### src/rtl/instruction_loader_if.sv
// Byte-stream input and instruction-memory write/fetch bus of the instruction loader.
// The loader drives the memory side (master); the environment drives the byte stream (slave).
interface instruction_loader_if #(
    parameter int unsigned PC_WIDTH = 9,
    parameter int unsigned NB_WIDTH = 32,
    parameter int unsigned NB_BYTE  = 8
);
    logic [NB_BYTE-1:0]  i_rx_data;
    logic                i_rx_valid;
    logic                o_imem_write_enable;
    logic [PC_WIDTH-1:0] o_imem_address;
    logic [NB_WIDTH-1:0] o_imem_write_data;
    logic                o_imem_read_enable;

    modport master (
        input  i_rx_data,
        input  i_rx_valid,
        output o_imem_write_enable,
        output o_imem_address,
        output o_imem_write_data,
        output o_imem_read_enable
    );

    modport slave (
        output i_rx_data,
        output i_rx_valid,
        input  o_imem_write_enable,
        input  o_imem_address,
        input  o_imem_write_data,
        input  o_imem_read_enable
    );
endinterface

### src/rtl/instruction_loader.sv
// Fills instruction memory from a big-endian byte stream, one 32-bit word per four bytes,
// stopping on the halt word or when the last address has been written.
module instruction_loader #(
    parameter int unsigned         PC_WIDTH   = 9,
    parameter int unsigned         NB_WIDTH   = 32,
    parameter int unsigned         NB_BYTE    = 8,
    parameter logic [NB_WIDTH-1:0] HALT_INSTR = 32'hFFFF_FFFF
) (
    input  logic                  i_clk,
    input  logic                  i_reset,
    input  logic                  i_start,
    instruction_loader_if.master  bus,
    output logic                  o_busy,
    output logic                  o_load_done,
    output logic                  o_overflow,
    output logic [PC_WIDTH:0]     o_word_count
);

    localparam int unsigned          SHIFT_W    = NB_WIDTH - NB_BYTE;
    localparam logic [PC_WIDTH-1:0]  LAST_ADDR  = {PC_WIDTH{1'b1}};
    localparam logic [PC_WIDTH:0]    FULL_COUNT = {1'b1, {PC_WIDTH{1'b0}}};
    localparam logic [1:0]           LAST_BYTE  = 2'd3;

    typedef enum logic [2:0] {
        S_IDLE,
        S_LOAD,
        S_FINISH,
        S_DONE,
        S_ERROR
    } state_e;

    state_e               state_q,      state_d;
    logic [1:0]           byte_cnt_q,   byte_cnt_d;
    logic [SHIFT_W-1:0]   shift_q,      shift_d;
    logic [PC_WIDTH-1:0]  addr_q,       addr_d;
    logic [PC_WIDTH:0]    word_count_q, word_count_d;
    logic [NB_WIDTH-1:0]  wdata_q,      wdata_d;
    logic                 we_q,         we_d;
    logic [NB_WIDTH-1:0]  word;

    assign word = {shift_q, bus.i_rx_data};

    // NOTE: every variable gets its default before the case statement, so no path
    // through this block can leave a value unassigned and infer a latch.
    always_comb begin
        state_d      = state_q;
        byte_cnt_d   = byte_cnt_q;
        shift_d      = shift_q;
        addr_d       = addr_q;
        word_count_d = word_count_q;
        wdata_d      = wdata_q;
        we_d         = 1'b0;

        // A write pulse retires at this edge: advance address and count, both saturating.
        if (we_q) begin
            if (addr_q != LAST_ADDR) begin
                addr_d = addr_q + 1'b1;
            end
            if (word_count_q != FULL_COUNT) begin
                word_count_d = word_count_q + 1'b1;
            end
        end

        case (state_q)
            S_IDLE, S_DONE, S_ERROR: begin
                if (i_start) begin
                    state_d      = S_LOAD;
                    byte_cnt_d   = '0;
                    shift_d      = '0;
                    addr_d       = '0;
                    word_count_d = '0;
                end
            end

            S_LOAD: begin
                if (bus.i_rx_valid) begin
                    if (byte_cnt_q == LAST_BYTE) begin
                        wdata_d    = word;
                        we_d       = 1'b1;
                        shift_d    = '0;
                        byte_cnt_d = '0;
                        if (word == HALT_INSTR) begin
                            state_d = S_FINISH;
                        end else if (addr_q == LAST_ADDR) begin
                            state_d = S_ERROR;
                        end
                    end else begin
                        shift_d    = {shift_q[SHIFT_W-NB_BYTE-1:0], bus.i_rx_data};
                        byte_cnt_d = byte_cnt_q + 2'd1;
                    end
                end
            end

            S_FINISH: begin
                state_d = S_DONE;
            end

            default: begin
                state_d = S_IDLE;
            end
        endcase
    end

    // NOTE: state registers use non-blocking assignments so every flop samples the
    // values from before the edge, independent of statement order.
    always_ff @(posedge i_clk) begin
        if (!i_reset) begin
            state_q      <= S_IDLE;
            byte_cnt_q   <= '0;
            shift_q      <= '0;
            addr_q       <= '0;
            word_count_q <= '0;
            wdata_q      <= '0;
            we_q         <= 1'b0;
        end else begin
            state_q      <= state_d;
            byte_cnt_q   <= byte_cnt_d;
            shift_q      <= shift_d;
            addr_q       <= addr_d;
            word_count_q <= word_count_d;
            wdata_q      <= wdata_d;
            we_q         <= we_d;
        end
    end

    assign bus.o_imem_write_enable = we_q;
    assign bus.o_imem_address      = addr_q;
    assign bus.o_imem_write_data   = wdata_q;
    assign bus.o_imem_read_enable  = ((state_q == S_IDLE) || (state_q == S_DONE)) && !we_q;

    assign o_busy       = (state_q == S_LOAD) || (state_q == S_FINISH);
    assign o_load_done  = (state_q == S_DONE);
    assign o_overflow   = (state_q == S_ERROR);
    assign o_word_count = word_count_q;

endmodule
### src/flat_wrapper.sv
// flat-port wrapper written by rule: the top's interface ports become plain ports
module instruction_loader_flat 
#(
    parameter int unsigned         PC_WIDTH   = 9,
    parameter int unsigned         NB_WIDTH   = 32,
    parameter int unsigned         NB_BYTE    = 8,
    parameter logic [NB_WIDTH-1:0] HALT_INSTR = 32'hFFFF_FFFF
)
  (i_clk, i_reset, i_start, o_busy, o_load_done, o_overflow, o_word_count, bus_i_rx_data, bus_i_rx_valid, bus_o_imem_write_enable, bus_o_imem_address, bus_o_imem_write_data, bus_o_imem_read_enable);
  instruction_loader_if #(.PC_WIDTH(PC_WIDTH), .NB_WIDTH(NB_WIDTH), .NB_BYTE(NB_BYTE)) bus_i ();
  input  logic i_clk;
  input  logic i_reset;
  input  logic i_start;
  output logic o_busy;
  output logic o_load_done;
  output logic o_overflow;
  output logic [PC_WIDTH:0] o_word_count;
  input wire logic [$bits(bus_i.i_rx_data)-1:0] bus_i_rx_data;
  input wire logic [$bits(bus_i.i_rx_valid)-1:0] bus_i_rx_valid;
  output wire logic [$bits(bus_i.o_imem_write_enable)-1:0] bus_o_imem_write_enable;
  output wire logic [$bits(bus_i.o_imem_address)-1:0] bus_o_imem_address;
  output wire logic [$bits(bus_i.o_imem_write_data)-1:0] bus_o_imem_write_data;
  output wire logic [$bits(bus_i.o_imem_read_enable)-1:0] bus_o_imem_read_enable;
  assign bus_i.i_rx_data = bus_i_rx_data;
  assign bus_i.i_rx_valid = bus_i_rx_valid;
  assign bus_o_imem_write_enable = bus_i.o_imem_write_enable;
  assign bus_o_imem_address = bus_i.o_imem_address;
  assign bus_o_imem_write_data = bus_i.o_imem_write_data;
  assign bus_o_imem_read_enable = bus_i.o_imem_read_enable;
  instruction_loader #(.PC_WIDTH(PC_WIDTH), .NB_WIDTH(NB_WIDTH), .NB_BYTE(NB_BYTE), .HALT_INSTR(HALT_INSTR)) u_core (.i_clk(i_clk), .i_reset(i_reset), .i_start(i_start), .bus(bus_i), .o_busy(o_busy), .o_load_done(o_load_done), .o_overflow(o_overflow), .o_word_count(o_word_count));
endmodule
### config.mk
export PLATFORM = sky130hd
export DESIGN_NAME = instruction_loader_flat
export DESIGN_NICKNAME = d
export VERILOG_FILES = /design/src/rtl/instruction_loader_if.sv /design/src/rtl/instruction_loader.sv /design/src/flat_wrapper.sv
export SDC_FILE = /design/constraint.sdc
export NUM_CORES = 1
export LEC_CHECK = 0
export ABC_AREA = 1
export CELL_PAD_IN_SITES_DETAIL_PLACEMENT = 0
export CELL_PAD_IN_SITES_GLOBAL_PLACEMENT = 1
export CORE_UTILIZATION = 34
export CTS_CLUSTER_DIAMETER = 120
export DETAILED_ROUTE_END_ITERATION = 10
export HOLD_SLACK_MARGIN = 0.05
export PLACE_DENSITY_LB_ADDON = 0.15
export SYNTH_ARGS = -nofsm -noshare
export SYNTH_HDL_FRONTEND = slang
export SYNTH_SLANG_ARGS = --single-unit
export TNS_END_PERCENT = 5
### constraint.sdc
create_clock -name i_clk -period 1.2 [get_ports i_clk]
set_input_delay 0.18 -clock i_clk [delete_from_list [all_inputs] [get_ports i_clk]]
set_output_delay 0.18 -clock i_clk [all_outputs]
set_load 0.005 [all_outputs]
# After elaboration in Yosys (flattened, before gate mapping)
# Cells that the tools add are included.
dict set report word_totals {
  word_cells 57
  reg_bits 81
  out_inout_bits 56
}
dict set report classes {
  n_eq_ne 13
  n_reduce_logical 11
  addsub 3
  muxes 23
}
# cell n
set ops {}
lappend ops {{24-bit 2-to-1 mux} 3}
lappend ops {{24-bit one-hot mux with 2 select lines} 1}
lappend ops {{10-bit 2-to-1 mux} 4}
lappend ops {{9-bit 2-to-1 mux} 4}
lappend ops {{32-bit equality test (second input constant)} 1}
lappend ops {{3-bit 2-to-1 mux} 5}
lappend ops {{10-bit by 1-bit adder with 10-bit output (second input constant)} 1}
lappend ops {{10-bit inequality test (second input constant)} 1}
lappend ops {{9-bit by 1-bit adder with 9-bit output (second input constant)} 1}
lappend ops {{9-bit equality test (second input constant)} 1}
lappend ops {{9-bit inequality test (second input constant)} 1}
lappend ops {{3-bit one-hot mux with 3 select lines} 1}
lappend ops {{3-bit AND reduction} 3}
lappend ops {{3-bit by 2-bit equality test with 1-bit output (second input constant)} 2}
lappend ops {{2-bit 2-to-1 mux} 3}
lappend ops {{2-bit inequality test (second input constant)} 2}
lappend ops {{2-bit one-hot mux with 2 select lines} 1}
lappend ops {{4-bit AND reduction} 1}
lappend ops {{3-bit by 1-bit equality test with 1-bit output (second input constant)} 1}
lappend ops {{3-bit equality test (second input constant)} 1}
lappend ops {{3-bit zero test} 1}
lappend ops {{3-bit by 1-bit inequality test with 1-bit output (second input constant)} 1}
lappend ops {{3-bit OR reduction} 1}
lappend ops {{2-bit by 1-bit adder with 2-bit output (second input constant)} 1}
lappend ops {{7 further kinds} 8}

# Depth between registers and ports, before layout
dict set report depth {
  word_depth 6
  depth_mapped 10
  ltp_nobuf 10
}

# Worst setup path after synthesis
# No wires, ideal clock.
dict set report synth_timing {
  kind {reg-to-reg}
  start {reg u_core.word_count_q[0] (netlist: u_core.o_word_count[0])}
  end {reg u_core.word_count_q[3] (netlist: u_core.o_word_count[3])}
  required_ns 1.136
  period_less_slack_ns 1.339
  setup_time_ns 0.064
  slack_ns -0.139
  path_stages_with_launch 10
  arrival_time_ns 1.275
  cell_sequence {dfxtp_1 -> inv_1 -> ha_1 -> nand2_1 -> nor3_1 -> nand3_1 -> nand2_1 -> o21ai_0 -> nand2_1 -> nor2_1}
}
dict set report synth_between {
  elab_chain_cells 5
  word_cells_on_any_way 6
}
# element line_no
set synth_rtl {}
lappend synth_rtl {{start: declaration} instruction_loader.sv:36} ;# logic [PC_WIDTH:0] word_count_q, word_count_d;
lappend synth_rtl {{start signal: assignment} instruction_loader.sv:120} ;# word_count_q <= word_count_d;
lappend synth_rtl {{10-bit by 1-bit adder with 10-bit output or 10-bit inequality test (tied branches)} {instruction_loader.sv:60, instruction_loader.sv:59}}
lappend synth_rtl {{10-bit 2-to-1 mux (*)} instruction_loader.sv:59} ;# if (word_count_q != FULL_COUNT) begin
lappend synth_rtl {{10-bit 2-to-1 mux (*)} instruction_loader.sv:55} ;# if (we_q) begin
lappend synth_rtl {{10-bit 2-to-1 mux} instruction_loader.sv:66} ;# if (i_start) begin
lappend synth_rtl {{10-bit 2-to-1 mux (*)} instruction_loader.sv:64} ;# case (state_q)
# Every way passes the cells marked *; elsewhere a longest branch is shown, timed or not.
# A chain may end at the register's enable or synchronous reset.

# Worst setup path after layout
dict set report layout_timing {
  start {reg u_core.state_q[1]}
  end {reg u_core.shift_q[11]}
}
dict set report layout_between {
  elab_chain_cells 4
  word_cells_on_any_way 10
}
# element line_no
set layout_rtl {}
lappend layout_rtl {{start: declaration} instruction_loader.sv:32} ;# state_e state_q, state_d;
lappend layout_rtl {{start signal: assignment} instruction_loader.sv:116} ;# state_q <= state_d;
lappend layout_rtl {{3-bit by 2-bit equality test with 1-bit output (tied with other cells)} instruction_loader.sv:64}
lappend layout_rtl {{3-bit OR reduction} instruction_loader.sv:64}
lappend layout_rtl {{2-bit inequality test (no line) or 2-bit nonzero test (tied branches)} --}
lappend layout_rtl {{3-bit AND reduction (no line)} --}
lappend layout_rtl {{end signal: assignment} instruction_loader.sv:118} ;# shift_q <= shift_d;
lappend layout_rtl {{end: declaration} instruction_loader.sv:34} ;# logic [SHIFT_W-1:0] shift_q, shift_d;
# Several ways; a longest one is shown, not always the timed one.

==> key figures <==
GRT
  • First-pass GRT wire length: 16400 um
  • Largest net degree at the start of global routing: 34
  • Tot GR Track Use: a little under a fifth
  • Number of global-route vias before repair: between 3000 and 4000
  • Initial antenna violation count: 0
  • Total gr overflow: 0

Critical path
  • Max incr delay on CP: roughly 330 ps
  • RR Startpoint: u_core.state_q[1]$_SDFFE_PN0P_
  • CP Cell Sequence: buf_6, inv_4, buf_6, nand3_4, buf_6, nor2_4, clkbuf_16, a21oi_2, nor2_1
  • Reg2Reg Setup Slack: -260 ps
  • Worst EP arrival: between 1500 and 2000 ps
  • Critical Path Start Type: flip-flop
  • Req. time, crit path: roughly 1500 ps
  • R2r endpoint: u_core.shift_q[11]$_SDFFE_PN0P_
  • Setup crit end kind: flip-flop
  • Worst-path fanout max: 8
  • Critical path class: flip-flop to flip-flop
  • Slowest CP cell: dfxtp_2
  • Most used cell, CP: buf_6
  • Reg2Reg Depth: 9

Logic synthesis
  • Synth top area cells: dfxtp_1 (44%), nand2_1 (9.6%), a21oi_1 (6.5%)
  • Share of the synthesized area in the top cell type: 44.1%
  • Top cell type by total area after synthesis: dfxtp_1
  • Synth Net Count: ~490
  • Post-synthesis cell area: 3670 sq um
  • Post-synthesis sequential area ratio: roughly 44%
  • Synth Warn #: 0
  • Syn_area_per_cell: 7.77 sq um
  • Seq cells post-synth: between 80 and 90
  • Cells after Synth: ~470
  • Distinct cells, synth: 32

Floorplanning
  • Die height: between 100 and 150 um
  • Initial Util: roughly a third
  • Core footprint: roughly 10000 sq um
  • Num rows: 37
  • Die X: between 100 and 150 um
  • Io pins: 68
  • Total die area: roughly 11000 sq um

CTS
  • H-tree levels: 3
  • CTS hold repair buffers: 0
  • Max clock buf depth: 2
  • CTS clk-pin slew, worst paths: approximately 90 ps
  • Root buffer cell: clkbuf_8
  • Total CTS buffers: 9
  • CTS tree: yes
  • Worst-Skew Late Latency: around 350 ps
  • TritonCTS Sinks: between 80 and 90

Finish
  • Layout area overhead: 59.1%
  • Commonest non-fill, non-tap cell in the layout: buf_4
  • Layout cells sized above 1: between 40 and 50%
  • # fillers: around 1000
  • Multi-input logic area: 2020 sq um
  • # diodes: 0
  • Register Area: roughly 1700 sq um
  • Nets: 655
  • Most frequent cells in the layout: buf_4 (87), nand2_1 (86), nor2_1 (57), dfxtp_2 (41)
  • Cell Count, Final, Fillers Out: between 700 and 800

Run
  • Total of max-cap violations: 0

Timing
  • Final WS setup: -259 ps
  • Tmin final: 1460 ps
  • Measured slew at the worst slew-check pin: about 310 ps
  • FMAX: 686 MHz
  • Tcrit/Tclk final: 122%
  • Final setup viols: 85
  • RSZ-0062 raised after global routing: yes
  • Slew HR: 79.2%
  • Fin Setup TNS: -16350 ps
  • Slew Limit Fails: 0
  • Clock skew: about 11 ps
  • Final Hold Fails: 0

Detailed routing
  • Antenna-violating nets left: 0
  • Post-Route WL: 10600 um
  • First-pass DRT Iterations: 6
  • Vias per inst: 4.76
  • DR iter-0 viols: approximately 110
  • Drt wl/cell: between 10 and 15 um
  • Via count: ~3700
  • Post-route DRC: 0

Placement
  • Placed cell count: between 700 and 800
  • Post-DP HPWL: around 7000 um
  • Port Buffer Count: 67
  • GPL Wtd Cong: 0.742

Min path
  • HP Start: u_core.bus.o_imem_write_data[21]$_SDFFE_PN0P_
  • Min-Delay Endpoint: u_core.bus.o_imem_write_data[21]$_SDFFE_PN0P_
  • Hold depth: 2
  • HP Class: flip-flop to flip-flop

Outcome
  • Status: finished with violations
  • Failing checks: negative setup slack

Power
  • Pwr dens: around 1700 nW/um^2
  • Max VDD drop: 702 uV
  • Lkg Pwr: roughly 2.5 nW
-- state kept, by name, summed over array words and instances (netlist names) --
name	flops
u_core.bus.o_imem_write_data	32
u_core.shift_q	24
u_core.o_word_count	10
u_core.bus.o_imem_address	9
u_core.state_q	3
u_core.byte_cnt_q	2
u_core.bus.o_imem_write_enable	1
-- worst max path at each step --
stage	startpoint	to	slack [ps]
2_1_floorplan	u_core.o_word_count[1]$_SDFF_PN0_	u_core.o_word_count[3]$_SDFF_PN0_	-90
3_3_place_gp	bus_i_rx_data[5]	u_core.state_q[1]$_SDFFE_PN0P_	-370
3_5_place_dp	bus_i_rx_data[7]	u_core.state_q[0]$_SDFFE_PN0P_	-400
4_1_cts	u_core.o_word_count[9]$_SDFF_PN0_	o_word_count[9]	-270
5_1_grt	u_core.bus.o_imem_address[1]$_SDFF_PN0_	u_core.bus.o_imem_address[5]$_SDFF_PN0_	-330
6_report	u_core.state_q[1]$_SDFFE_PN0P_	u_core.shift_q[11]$_SDFFE_PN0P_	-260
-- where the power goes --
group	total, mW	switching, mW	leakage (nW)	internal, mW
clock	2.47	1.03	0.120	1.44
combinational	3.97	2.03	1.74	1.94
sequential	3.24	0.186	0.680	3.06
-- critical path, delay by kind of cell (launching register included) --
family                 cells  cell delay [ps]
AOI/OAI and AO/OA          1               50
buffers and inverters      5              630
DFF                        1              330
and+or+nand+nor            3              380
-- area by class of cell --
| type | count | area share (%) |
|---|---|---|
| sequential | 81 | 28.7 |
| clock buffer | 11 | 2.42 |
| inverter | 33 | 2.95 |
| tap | 136 | 2.91 |
| timing repair buffer | 177 | 26.6 |
| multi-input combinational | 337 | 34.6 |
| clock inverter | 5 | 1.76 |
-- synth_stat cells, drive strengths merged --
master / n
nand2: 101
dfxtp: 81
a21oi: 72
nor2: 62
nand3: 45
o21ai: 33
inv: 32
buf: 16
clkbuf: 8
nor3: 6
nand4: 5
ha: 4
xor2: 4
a211oi: 1
and3: 1
clkinv: 1
xnor2: 1
-- cell families (layout without fill, tap and decap cells) --
group,Yosys count,count (layout),synth area share (%)
adders and majority gates,4,4,1.36
AOI/OAI and AO/OA,106,106,17.3
buffers and inverters,57,226,9.19
DFF,81,81,44.1
and+or+nand+nor,220,222,26.9
xor gates and xnor gates,5,5,1.19
-- stage by stage --
stage / util [%] / area, sq um / hold WS [ps] / power, mW / worst slack [ps]
floorplan: - / 3730 / 307 / 5.08 / -91.2
finish: 56.1 / 5850 / 461 / 9.68 / -259
global route: 56.1 / 5850 / 481 / 10.2 / -326
detailed placement: 49.6 / 5170 / 452 / 6.51 / -400
CTS: 54.1 / 5640 / 461 / 9.35 / -271
global placement: 49.6 / 5170 / 451 / 6.47 / -369
-- layer usage --
layer	up-vias	global-route usage, %	wire [um]
li1	1898	-	-
met1	1735	23.2	4860
met2	67	31.5	5210
met3	11	3.00	344
met4	0	6.85	138
met5	-	0	0
-- repair_timing --
| action | CTS | global route |
|---|---|---|
| resized for setup | 176 | 50 |
| pin swaps | 12 | 29 |
| cloned | 0 | 5 |
| buffers inserted | 10 | 4 |
| endpoints found under the setup margin | 135 | 100 |
Note: power is estimated with default switching activity, not from simulation.
